## src/rtl/vliw_bundle_pkg.sv

```systemverilog
// Shared constants and types for the two-slot bundle packer and the bundle decoder.
// Holds opcode encodings, slot layout, op classes and packer FSM states.
package vliw_bundle_pkg;

  localparam int SLOT_W       = 16;
  localparam int BUNDLE_W     = 32;
  localparam int OPC_W        = 5;
  localparam int ALU_SLOT_LSB = 0;
  localparam int MEM_SLOT_LSB = 16;

  localparam logic [OPC_W-1:0] OP_ALU_RR  = 5'b01000;
  localparam logic [OPC_W-1:0] OP_ALU_OFF = 5'b00101;
  localparam logic [OPC_W-1:0] OP_LOAD    = 5'b01010;
  localparam logic [OPC_W-1:0] OP_STORE   = 5'b01011;

  localparam logic [SLOT_W-1:0] SLOT_NOP = 16'h0000;

  typedef enum logic [1:0] {
    CLS_ALU,
    CLS_MEM,
    CLS_ILLEGAL
  } op_class_t;

  typedef enum logic [1:0] {
    ST_EMPTY,
    ST_HOLD_ALU,
    ST_HOLD_MEM
  } state_t;

  function automatic logic [BUNDLE_W-1:0] pack_bundle(input logic [SLOT_W-1:0] mem_slot,
                                                      input logic [SLOT_W-1:0] alu_slot);
    logic [BUNDLE_W-1:0] b;
    b = '0;
    b[MEM_SLOT_LSB +: SLOT_W] = mem_slot;
    b[ALU_SLOT_LSB +: SLOT_W] = alu_slot;
    return b;
  endfunction

endpackage

```

## src/rtl/vliw_op_classifier.sv

```systemverilog
// Combinational opcode classifier: maps a 5-bit opcode to ALU, MEM or ILLEGAL.
module vliw_op_classifier
  import vliw_bundle_pkg::*;
(
  input  logic [OPC_W-1:0] opcode,
  output op_class_t        op_class
);

  always_comb begin
    op_class = CLS_ILLEGAL;
    case (opcode)
      OP_ALU_RR, OP_ALU_OFF: op_class = CLS_ALU;
      OP_LOAD, OP_STORE:     op_class = CLS_MEM;
      default:               op_class = CLS_ILLEGAL;
    endcase
  end

endmodule

```

## src/rtl/vliw_bundle_packer.sv

```systemverilog
// Pairs one ALU op and one MEM op into a 32-bit bundle, padding lone ops with NOP.
// Optional idle-timeout flush is enabled by defining VLIW_BUNDLE_PACKER_TIMEOUT_EN.
module vliw_bundle_packer
  import vliw_bundle_pkg::*;
#(
  parameter int unsigned TIMEOUT = 8
) (
  input  logic                clk,
  input  logic                reset,
  input  logic                in_valid,
  output logic                in_ready,
  input  logic [SLOT_W-1:0]   in_instr,
  input  logic                flush,
  output logic                out_valid,
  input  logic                out_ready,
  output logic [BUNDLE_W-1:0] out_bundle,
  output logic                err_illegal
);

  state_t              r_state;
  state_t              w_state_next;
  logic [SLOT_W-1:0]   r_pending;
  logic [SLOT_W-1:0]   w_pending_next;
  logic                r_out_valid;
  logic [BUNDLE_W-1:0] r_out_bundle;
  logic                r_err;
  logic                w_out_free;
  logic                w_in_xfer;
  logic                w_timeout_hit;
  logic                w_force_flush;
  logic                w_emit;
  logic [BUNDLE_W-1:0] w_emit_bundle;
  op_class_t           w_class;

  vliw_op_classifier u_classifier (
    .opcode   (in_instr[OPC_W-1:0]),
    .op_class (w_class)
  );

  assign w_out_free = ~r_out_valid | out_ready;
  assign in_ready   = w_out_free & ~flush;
  assign w_in_xfer  = in_valid & in_ready;

`ifdef VLIW_BUNDLE_PACKER_TIMEOUT_EN
  localparam logic [7:0] TIMEOUT_C = 8'(TIMEOUT);
  logic [7:0] r_cnt;

  // Any accepted op (including an illegal one) restarts the idle window.
  always_ff @(posedge clk) begin
    if (reset) begin
      r_cnt <= '0;
    end else if (r_state == ST_EMPTY || w_in_xfer) begin
      r_cnt <= '0;
    end else if (r_cnt != TIMEOUT_C) begin
      r_cnt <= 8'(r_cnt + 8'd1);
    end
  end

  assign w_timeout_hit = (r_state != ST_EMPTY) && (r_cnt == TIMEOUT_C);
`else
  logic w_unused_timeout;
  assign w_unused_timeout = |TIMEOUT;
  assign w_timeout_hit    = 1'b0;
`endif

  assign w_force_flush = w_out_free & (flush | w_timeout_hit);

  always_comb begin
    w_state_next   = r_state;
    w_pending_next = r_pending;
    w_emit         = 1'b0;
    w_emit_bundle  = '0;
    if (w_in_xfer) begin
      case (w_class)
        CLS_ALU: begin
          case (r_state)
            ST_EMPTY: begin
              w_state_next   = ST_HOLD_ALU;
              w_pending_next = in_instr;
            end
            ST_HOLD_ALU: begin
              w_emit         = 1'b1;
              w_emit_bundle  = pack_bundle(SLOT_NOP, r_pending);
              w_pending_next = in_instr;
            end
            ST_HOLD_MEM: begin
              w_emit         = 1'b1;
              w_emit_bundle  = pack_bundle(r_pending, in_instr);
              w_state_next   = ST_EMPTY;
              w_pending_next = SLOT_NOP;
            end
            default: w_state_next = ST_EMPTY;
          endcase
        end
        CLS_MEM: begin
          case (r_state)
            ST_EMPTY: begin
              w_state_next   = ST_HOLD_MEM;
              w_pending_next = in_instr;
            end
            ST_HOLD_MEM: begin
              w_emit         = 1'b1;
              w_emit_bundle  = pack_bundle(r_pending, SLOT_NOP);
              w_pending_next = in_instr;
            end
            ST_HOLD_ALU: begin
              w_emit         = 1'b1;
              w_emit_bundle  = pack_bundle(in_instr, r_pending);
              w_state_next   = ST_EMPTY;
              w_pending_next = SLOT_NOP;
            end
            default: w_state_next = ST_EMPTY;
          endcase
        end
        default: begin
          // Illegal op: dropped, state untouched; only the error pulse reacts.
        end
      endcase
    end else if (w_force_flush) begin
      case (r_state)
        ST_HOLD_ALU: begin
          w_emit         = 1'b1;
          w_emit_bundle  = pack_bundle(SLOT_NOP, r_pending);
          w_state_next   = ST_EMPTY;
          w_pending_next = SLOT_NOP;
        end
        ST_HOLD_MEM: begin
          w_emit         = 1'b1;
          w_emit_bundle  = pack_bundle(r_pending, SLOT_NOP);
          w_state_next   = ST_EMPTY;
          w_pending_next = SLOT_NOP;
        end
        default: begin
        end
      endcase
    end
  end

  always_ff @(posedge clk) begin
    if (reset) begin
      r_state   <= ST_EMPTY;
      r_pending <= '0;
    end else begin
      r_state   <= w_state_next;
      r_pending <= w_pending_next;
    end
  end

  // Emission only happens while the output is free, so a held bundle is never overwritten.
  always_ff @(posedge clk) begin
    if (reset) begin
      r_out_valid  <= 1'b0;
      r_out_bundle <= '0;
      r_err        <= 1'b0;
    end else begin
      r_err <= w_in_xfer && (w_class == CLS_ILLEGAL);
      if (w_emit) begin
        r_out_valid  <= 1'b1;
        r_out_bundle <= w_emit_bundle;
      end else if (out_ready) begin
        r_out_valid <= 1'b0;
      end
    end
  end

  assign out_valid   = r_out_valid;
  assign out_bundle  = r_out_bundle;
  assign err_illegal = r_err;

endmodule

```

## config.mk

```make
export PLATFORM = sky130hd
export DESIGN_NAME = vliw_bundle_packer
export DESIGN_NICKNAME = d
export VERILOG_FILES = /design/src/rtl/vliw_bundle_pkg.sv /design/src/rtl/vliw_op_classifier.sv /design/src/rtl/vliw_bundle_packer.sv
export SDC_FILE = /design/constraint.sdc
export NUM_CORES = 1
export LEC_CHECK = 0
export BUFFER_PORTS_ARGS = -buffer_cell sky130_fd_sc_hd__buf_4
export CAP_MARGIN = 0
export CORE_MARGIN = 5
export CORE_UTILIZATION = 56
export CTS_BUF_LIST = sky130_fd_sc_hd__clkbuf_4
export CTS_CLUSTER_DIAMETER = 120
export CTS_CLUSTER_SIZE = 25
export DETAILED_ROUTE_END_ITERATION = 8
export GPL_ROUTABILITY_DRIVEN = 0
export PLACE_DENSITY = 0.83
export SYNTH_ARGS = -nofsm -noshare
export SYNTH_HDL_FRONTEND = slang
export SYNTH_SLANG_ARGS = --single-unit
```

## constraint.sdc

```tcl
create_clock -name clk -period 2.28 [get_ports clk]
set_input_delay 0.342 -clock clk [delete_from_list [all_inputs] [get_ports clk]]
set_output_delay 0.342 -clock clk [all_outputs]
set_load 0.02 [all_outputs]
```

==> flow_summary.ini, run 1 <==
[layout]
fin_nets = 356
area_growth_pct = 19.3
drive_gt1_share_pct = 25.7
diodes = 0
final_cell_mix = 64 x buf_4, 52 x dfxtp_1, 47 x nand2_1, 37 x a21oi_1
final_common_cell = buf_4
finalInstanceArea_sq_um = 3010

[place]
placed_area_sq_um = 2940
dp_slack_ns = -0.0296
dp_hpwl_um = 4440
portBuffers = 55

[synthesis]
synth_fp_nets = 309
ys_warn_count = 0
synth_top_cell_by_area = dfxtp_1
synth_top_cell_area_share_pct = 41.2
synth_edf_count = 0
syn_inst = 285
synth_area_leaders = dfxtp_1 41%, a21oi_1 7.3%, nand2_1 7.0%, mux2i_1 5.9%, a211oi_1 4.8%
synth_area_sq_um = 2530
avgSynthCellArea_sq_um = 8.86
ys.flop_type = dfxtp_1
ys_seq_area_share_pct = 41.2
synth_cell_types = 45
async_flop_share_pct = 0
ys_ff_latch = 52

[grt]
grt_pass1_wl_um = 10600
use_met3_pct = 5.85
overflow = 0
grt_busiest_layer = met2
grt_max_degree = 57
grtUsageMet1_pct = 28.6
antenna_found_initial = 0
grt_pass1_vias = 2204
grt.met2_usage_pct = 34.2
grt_usage_pct = 21.6

[timing]
fmax_mhz = 509
finalSetupTns_ns = 0
tightest_slew_ns = 0.608
rsz0062_at_grt = false
period_needed_ns = 1.97
setup_slack_ns = 0.314
slew_headroom_pct = 59.3
timing.hold.ws_ns = 0.233
finClkSkew_ns = 0.00969
hold_viol_final = 0
drv_slew = 0
finalSetupViolCount = 0
fin_crit_sh_pct = 86.2

[detailed_routing]
wire_per_inst_um = 17.2
drt_iter0_markers = 304
antenna_left = 0
drc = 0
vias_per_cell = 6.18
drt-total-wl_um = 6610
vias = 2366
drt_first_pass_iters = 5

[pwr]
irDropWorstVdd_mv = 0.382
p_per_area_nw_per_um2 = 574
leakagePower_nw = 1.14
total_power_mw = 1.73

[setup_path]
crit_type = register to register
cp.required_ns = 2.57
crit_arrival_ns = 2.25
start_kind = register
crit_path_end_kind = register
worst-path-max-fanout = 9

[flow_run]
maxCapViolCount = 0

[clock_network]
clk_path_buf_depth = 2
ctsHoldBuffers = 0
h-tree-depth = 2
cts_root_buf = clkbuf_4
post_cts_buffers = 0
cts.clk_slew.worst_paths_ns = 0.14
cts_resized = 0
clk_latency_ns = 0.35
cts_tree = built
cts_sinks = 52
cts_buffers = 5

[status]
outcome = completed

[die]
rows = 24
die_area_sq_um = 5950
die_h_um = 77.2
io_pins = 56
initial_core_util_pct = 58.0
die_w_um = 77.2
core_area_sq_um = 4350

[hold_path]
hp-class = input port to register
==> metal layers <==
metal / up-vias / wire, um
li1: 1132 / -
met1: 1095 / 2830
met2: 131 / 3110
met3: 8 / 559
met4: 0 / 98
met5: - / 0
==> report_power, final <==
group	leakage [nW]	internal, mW	switching (mW)	total, mW
Sequential	0.421	0.939	0.0171	0.956
Clock	0.0371	0.220	0.267	0.487
Combinational	0.681	0.118	0.170	0.288
==> cell families (layout without fill, tap and decap cells) <==
group / after synthesis / in the layout / share of synthesized area (%)
DFF: 52 / 52 / 41.2
muxes: 16 / 16 / 6.39
buffers and inverters: 28 / 74 / 5.79
and+or+nand+nor: 92 / 92 / 19.4
AOI/OAI and AO/OA: 94 / 94 / 25.7
adders and majority gates: 3 / 3 / 1.49
==> final timing paths <==
check | slack (ns) | endpoint | depth (start not counted) | startpoint
worst min register to register | 0.49 | out_bundle[4] | 2 | out_bundle[4]
worst max register to register | 0.31 | r_pending[3] | 7 | r_state[1]
worst min-delay path | 0.23 | r_pending[5] | 3 | in_instr[5]
worst max-delay path | 0.31 | r_pending[3] | 7 | r_state[1]
==> through the flow <==
step / util (%) / cells
3_5_place_dp: 67.5 / 377
6_report: 69.2 / 383
3_3_place_gp: 67.5 / 377
5_1_grt: 69.2 / 383
2_1_floorplan: - / 285
4_1_cts: 69.1 / 383
==> cell type report <==
class                      instances  area, sq um
clock inverter                     1         30.0
timing repair buffer              64          480
inverter                           4         15.0
clock buffer                       5         37.5
fill                             363         1340
multi-input combinational        205         1340
sequential                        52         1040
tap                               52         65.1
==> sequential cells by signal, summed over array words and instances (netlist names) <==
name	cells
out_valid	1
r_state	2
err_illegal	1
out_bundle	32
r_pending	16
==> cells in the mapped netlist, types with 2 or more instances <==
master	n
dfxtp_1	52
nand2_1	47
a21oi_1	37
a211oi_1	16
nand2b_1	16
mux2i_1	15
a22oi_1	12
a311oi_1	12
clkbuf_1	11
buf_2	7
o21ai_0	5
inv_1	4
nand4_1	4
nor2_1	4
ha_1	3
nor2b_1	3
o31ai_1	3
a21oi_2	2
and3b_1	2
buf_4	2
buf_6	2
nor3_1	2
o2111ai_1	2
==> worst max-delay path: stages, from the launching register on <==
cell	delay, ns
dfxtp_1	0.38
inv_1	0.07
ha_1	0.31
o31ai_1	0.35
o31ai_1	0.12
nand2_2	0.24
buf_4	0.25
mux2i_1	0.19
Power figures use the tool's default switching activity.
==> run 2: changes to the inputs <==
CORE_UTILIZATION = 54   (was 56)
CTS_BUF_LIST = unset   (was sky130_fd_sc_hd__clkbuf_4)
PLACE_DENSITY = 0.81   (was 0.83)
==> run 2 against run 1 <==
Against the previous run:
- core utilization fell by 0.92 points
- routed wire length decreased by 2.6%
- sequential share of layout area down 0.24 points
- critical path type unchanged
- critical endpoint is now out_bundle[7]
- largest cell class unchanged
==> flow_summary.ini, run 2 (synthesized netlist as in run 1, its figures left out) <==
[timing]
fmax_mhz = 524
fin_crit_sh_pct = 83.6
drv_slew = 0
finClkSkew_ns = 0.00704
tightest_slew_ns = 0.542
rsz0062_at_grt = false
hold_viol_final = 0
finalSetupViolCount = 0
finalSetupTns_ns = 0
timing.hold.ws_ns = 0.294
slew_headroom_pct = 63.9
period_needed_ns = 1.91

[die]
io_pins = 56
die_h_um = 78.4
die_area_sq_um = 6150
rows = 24
initial_core_util_pct = 56.8
die_w_um = 78.4
core_area_sq_um = 4440

[grt]
grt_pass1_vias = 2133
grt_usage_pct = 20.6
antenna_found_initial = 0
overflow = 0
grt_max_degree = 57
grt_pass1_wl_um = 10300

[detailed_routing]
wire_per_inst_um = 16.7
drt-total-wl_um = 6440
vias = 2313
drt_iter0_markers = 157
vias_per_cell = 6.01
drt_first_pass_iters = 4
antenna_left = 0
drc = 0

[hold_path]
hp-class = input port to register

[pwr]
p_per_area_nw_per_um2 = 588
irDropWorstVdd_mv = 0.350
leakagePower_nw = 1.15

[status]
outcome = completed

[clock_network]
clk_latency_ns = 0.30
post_cts_buffers = 0
cts_root_buf = clkbuf_8
cts_buffers = 5
ctsHoldBuffers = 0
h-tree-depth = 2
cts_tree = built
cts_resized = 0
cts.clk_slew.worst_paths_ns = 0.10
cts_sinks = 52
clk_path_buf_depth = 2

[layout]
finalInstanceArea_sq_um = 3030
largest_reg_flops = 32
diodes = 0
final_cell_mix = 64 x buf_4, 52 x dfxtp_1, 47 x nand2_1, 37 x a21oi_1
fillers = 377
area_growth_pct = 20.1
fin_nets = 356
regArea_sq_um = 1040
final_common_cell = buf_4
drive_gt1_share_pct = 25.8
multi_input_comb_area_sq_um = 1340

[place]
portBuffers = 55
dp_hpwl_um = 4490
placed_area_sq_um = 2940

[setup_path]
cp.required_ns = 2.48
start_kind = register
crit_arrival_ns = 2.11
crit_path_end_kind = register
worst-path-max-fanout = 9
crit_type = register to register

[flow_run]
maxCapViolCount = 0
-- run 2: final cells by class --
cell class	instances	area share [%]
multi-input combinational	205	44.1
clock inverter	1	0.247
clock buffer	7	2.85
tap	52	2.14
inverter	4	0.495
sequential	52	34.3
timing repair buffer	64	15.8
-- run 2: worst max-delay path: stages, from the launching register on --
cell and delay [ns]:
dfxtp_1 0.37, inv_1 0.08, ha_1 0.34, o2111ai_1 0.15
a21oi_2 0.30, buf_4 0.23, nand2_1 0.06, a311oi_1 0.27
-- run 2: per-layer routing --
layer	part of all wire, %	vias to the layer above	wire length [um]	track usage (%)
met2	48	87	3060	32.6
met3	8.2	9	526	3.89
met1	43	1088	2780	28.9
li1	-	1129	-	-
met4	1.2	0	76	5.42
met5	0	-	0	0
-- run 2: metrics by stage --
stage | setup slack [ns] | std cells | power [mW] | utilization [%]
after floorplan | 0.570 | 285 | 1.15 | -
after global placement | 0.452 | 377 | 1.26 | 66.2
after detailed placement | 0.346 | 377 | 1.26 | 66.2
after CTS | 0.386 | 385 | 1.79 | 68.3
after global routing | 0.224 | 385 | 1.85 | 68.3
final | 0.373 | 385 | 1.78 | 68.3
-- run 2: final timing paths --
kind,slack [ns],start,endpoint,cells after the start
worst max-delay path,0.37,r_state[1],out_bundle[7],7
worst min-delay path,0.29,in_instr[9],r_pending[9],3
worst max register to register,0.37,r_state[1],out_bundle[7],7
worst min register to register,0.48,out_bundle[1],out_bundle[1],2
-- run 2: power breakdown --
part | switching [mW] | internal [mW] | leakage, nW
registers | 0.0177 | 0.938 | 0.421
logic | 0.167 | 0.116 | 0.683
clock network | 0.297 | 0.247 | 0.0445
==> run 3: changes to the inputs <==
ABC_AREA = 1   (was unset)
CORE_UTILIZATION = 51   (was 54)
PLACE_DENSITY = 0.78   (was 0.81)
clock period = 1.6 ns   (was 2.28 ns; I/O delays follow)
==> run 3 against run 2 <==
Against the previous run:
- sequential share of layout area decreased by 8.3 points
- critical path depth increased by 3
- highest routed layer unchanged
- routed wire length increased by 39%
- critical endpoint is now r_pending[0]
- clock-buffer cell count unchanged
- maximum frequency increased by 23%
- clock power increased by 46%
- area after synthesis increased by 24%
==> flow_summary.ini, run 3 <==
[layout]
drive_gt1_share_pct = 25.2
multi_input_comb_area_sq_um = 1860
area_growth_pct = 28.8
stdcell_count = 663
finalInstanceArea_sq_um = 4040
final_util_pct = 67.8
fillers = 531
diodes = 0
final_cell_mix = 145 x nand2_1, 114 x nor2_1, 78 x buf_4, 50 x dfxtp_1, 44 x nand3_1
final_common_cell = nand2_1
fin_nets = 611
largest_reg_flops = 32
regArea_sq_um = 1050

[setup_path]
start_kind = register
cp.required_ns = 1.81
worstReg2RegEnd = r_pending[0]
ff2ff_path_depth = 10
crit_path_end_kind = register
crit_type = register to register
worst-path-max-fanout = 7
rrSetupSlack_ns = 0.06
crit_arrival_ns = 1.76
r2r_start = r_state[0]

[pwr]
power_frac_clock_pct = 19.5
irDropWorstVdd_mv = 0.572
switching_share_pct = 37.9
p_int_mw = 2.54
leakagePower_nw = 1.96
p_seq_share_pct = 39.5
p_per_area_nw_per_um2 = 1010
p_switching_mw = 1.55
combPwrFrac_pct = 41.0

[detailed_routing]
vias_per_cell = 5.24
wire_per_inst_um = 13.5
drc = 0
drt-total-wl_um = 8930
vias = 3474
drt_iter0_markers = 239
drt_first_pass_iters = 4
antenna_left = 0

[timing]
fin_crit_sh_pct = 96.6
drv_slew = 0
slew_headroom_pct = 81.3
period_needed_ns = 1.54
finClkSkew_ns = 0.00352
finalSetupViolCount = 0
fmax_mhz = 647
rsz0062_at_grt = true
hold_viol_final = 0
tightest_slew_ns = 0.280
timing.hold.ws_ns = 0.130

[synthesis]
synthMuxAreaShare_pct = 0
synth_area_sq_um = 3130
async_flop_share_pct = 0
synth_top_cell_by_area = dfxtp_1
synth_cell_types = 25
synth_top_family_by_area = simple AND/OR/NAND/NOR gates
synth_area_leaders = dfxtp_1 33%, nand2_1 18%, nor2_1 14%, nand3_1 7.3%, a21oi_1 5.0%
synth-xor-area-share_pct = 0
syn_inst = 519
synth_fp_nets = 543
ys_seq_area_share_pct = 33.2
synth.most_common_cell = nand2_1
synth_commonest_cells = 148 x nand2_1, 118 x nor2_1, 52 x dfxtp_1, 46 x nand3_1, 40 x inv_1
avgSynthCellArea_sq_um = 6.04
ys_ff_latch = 52
synth-compound-area-share_pct = 8.98
ys_warn_count = 0
synth_simple_gate_area_share_pct = 45.4
synth_edf_count = 0
ys.flop_type = dfxtp_1
synth_top_cell_area_share_pct = 33.2
synth-adder-area-share_pct = 1.20

[hold_path]
min_to = r_state[1]
worstHoldStart = reset
holdPathStages = 2
hp-class = input port to register

[place]
placed_area_sq_um = 3730
dp.cells = 651
portBuffers = 55
dp_hpwl_um = 6430

[die]
rows = 28
die_area_sq_um = 7810
core_area_sq_um = 5960
die_h_um = 88.4
die_w_um = 88.4
initial_core_util_pct = 52.6
io_pins = 56

[clock_network]
cts_sinks = 52
cts.clk_slew.worst_paths_ns = 0.09
cts_tree = built
ctsHoldBuffers = 0
clk_path_buf_depth = 2
h-tree-depth = 2
cts_buffers = 5
cts_root_buf = clkbuf_8
clk_latency_ns = 0.31

[grt]
grt_usage_pct = 23.4
grt_max_degree = 28
overflow = 0
antenna_found_initial = 0
grt_pass1_wl_um = 14700
grt_pass1_vias = 3303

[status]
outcome = completed

[flow_run]
maxCapViolCount = 0
run 3: cell types whose count changed in the layout (fill, tap and decap cells not counted), sizes merged, moves of 7 or more:
cell | previous run | this run
inv | 4 | 43
o21ai | 5 | 18
a21oi | 39 | 32
nor2 | 5 | 134
a311oi | 12 | 0
mux2i | 15 | 0
a211oi | 16 | 0
nand2b | 16 | 0
nand2 | 48 | 156
nand3 | 1 | 47
a22oi | 12 | 0
buf | 64 | 90
run 3: worst max-delay path by stage:
stage / startpoint / endpoint / slack, ns / cells past startpoint
after floorplan: r_state[0] / r_pending[0] / 0.04 / 11
after global placement: r_state[1] / r_pending[0] / -0.0007 / 10
after detailed placement: r_state[0] / r_pending[0] / -0.05 / 10
after CTS: r_state[0] / r_pending[0] / 0.01 / 10
after global routing: r_state[0] / r_pending[0] / -0.05 / 10
final: r_state[0] / r_pending[0] / 0.06 / 10
run 3: cells by family (layout without fill, tap and decap cells):
kind of cell	count (synthesis)	in the layout
AND/OR/NAND/NOR	338	338
buffers and inverters	72	141
AO/OA/AOI/OAI	54	54
flip-flops	52	52
adder cells (fa/ha/maj)	3	3
run 3: timing repair:
| action | in CTS | in global routing |
|---|---|---|
| endpoints found under the setup margin | 16 | 49 |
| gates resized for setup | 4 | 47 |
| pin swaps | 4 | 9 |
| buffers inserted | 2 | 2 |
run 3: layer usage:
layer / track usage [%] / vias up / part of all wire (%)
met5: 0 / - / 0
met4: 10.7 / 0 / 3.8
met3: 3.63 / 32 / 7.3
met2: 39.5 / 156 / 47
met1: 29.2 / 1542 / 42
li1: - / 1744 / -
run 3: cell type report:
cell class / instances / share of cell area, %
multi-input combinational: 395 / 46.2
clock buffer: 7 / 2.14
inverter: 43 / 4.31
timing repair buffer: 90 / 18.9
sequential: 52 / 26.0
clock inverter: 1 / 0.186
tap: 75 / 2.32
run 3: worst max-delay path: stages (launching register included):
cell	delay, ns
dfxtp_4	0.38
inv_4	0.05
ha_4	0.26
inv_2	0.04
nand2_4	0.08
nand2_4	0.06
nor2_4	0.24
buf_6	0.16
nand3_1	0.06
nand2_1	0.08
nor2_1	0.04
run 3: power by group through the flow:
stage | sequential, mW | combinational (mW) | clock (mW)
2_1_floorplan | 1.77 | 0.848 | 0
6_report | 1.62 | 1.68 | 0.797
3_3_place_gp | 1.63 | 1.48 | 0
5_1_grt | 1.64 | 1.85 | 0.860
3_5_place_dp | 1.63 | 1.51 | 0
4_1_cts | 1.60 | 1.52 | 0.815
run 3: metrics by stage:
step	setup WS, ns	setup TNS, ns	total power, mW
5_1_grt	-0.0542	-0.288	4.35
4_1_cts	0.0102	0	3.94
2_1_floorplan	0.0429	0	2.62
3_5_place_dp	-0.0474	-0.382	3.14
3_3_place_gp	-0.000728	-0.000728	3.11
6_report	0.0551	0	4.09
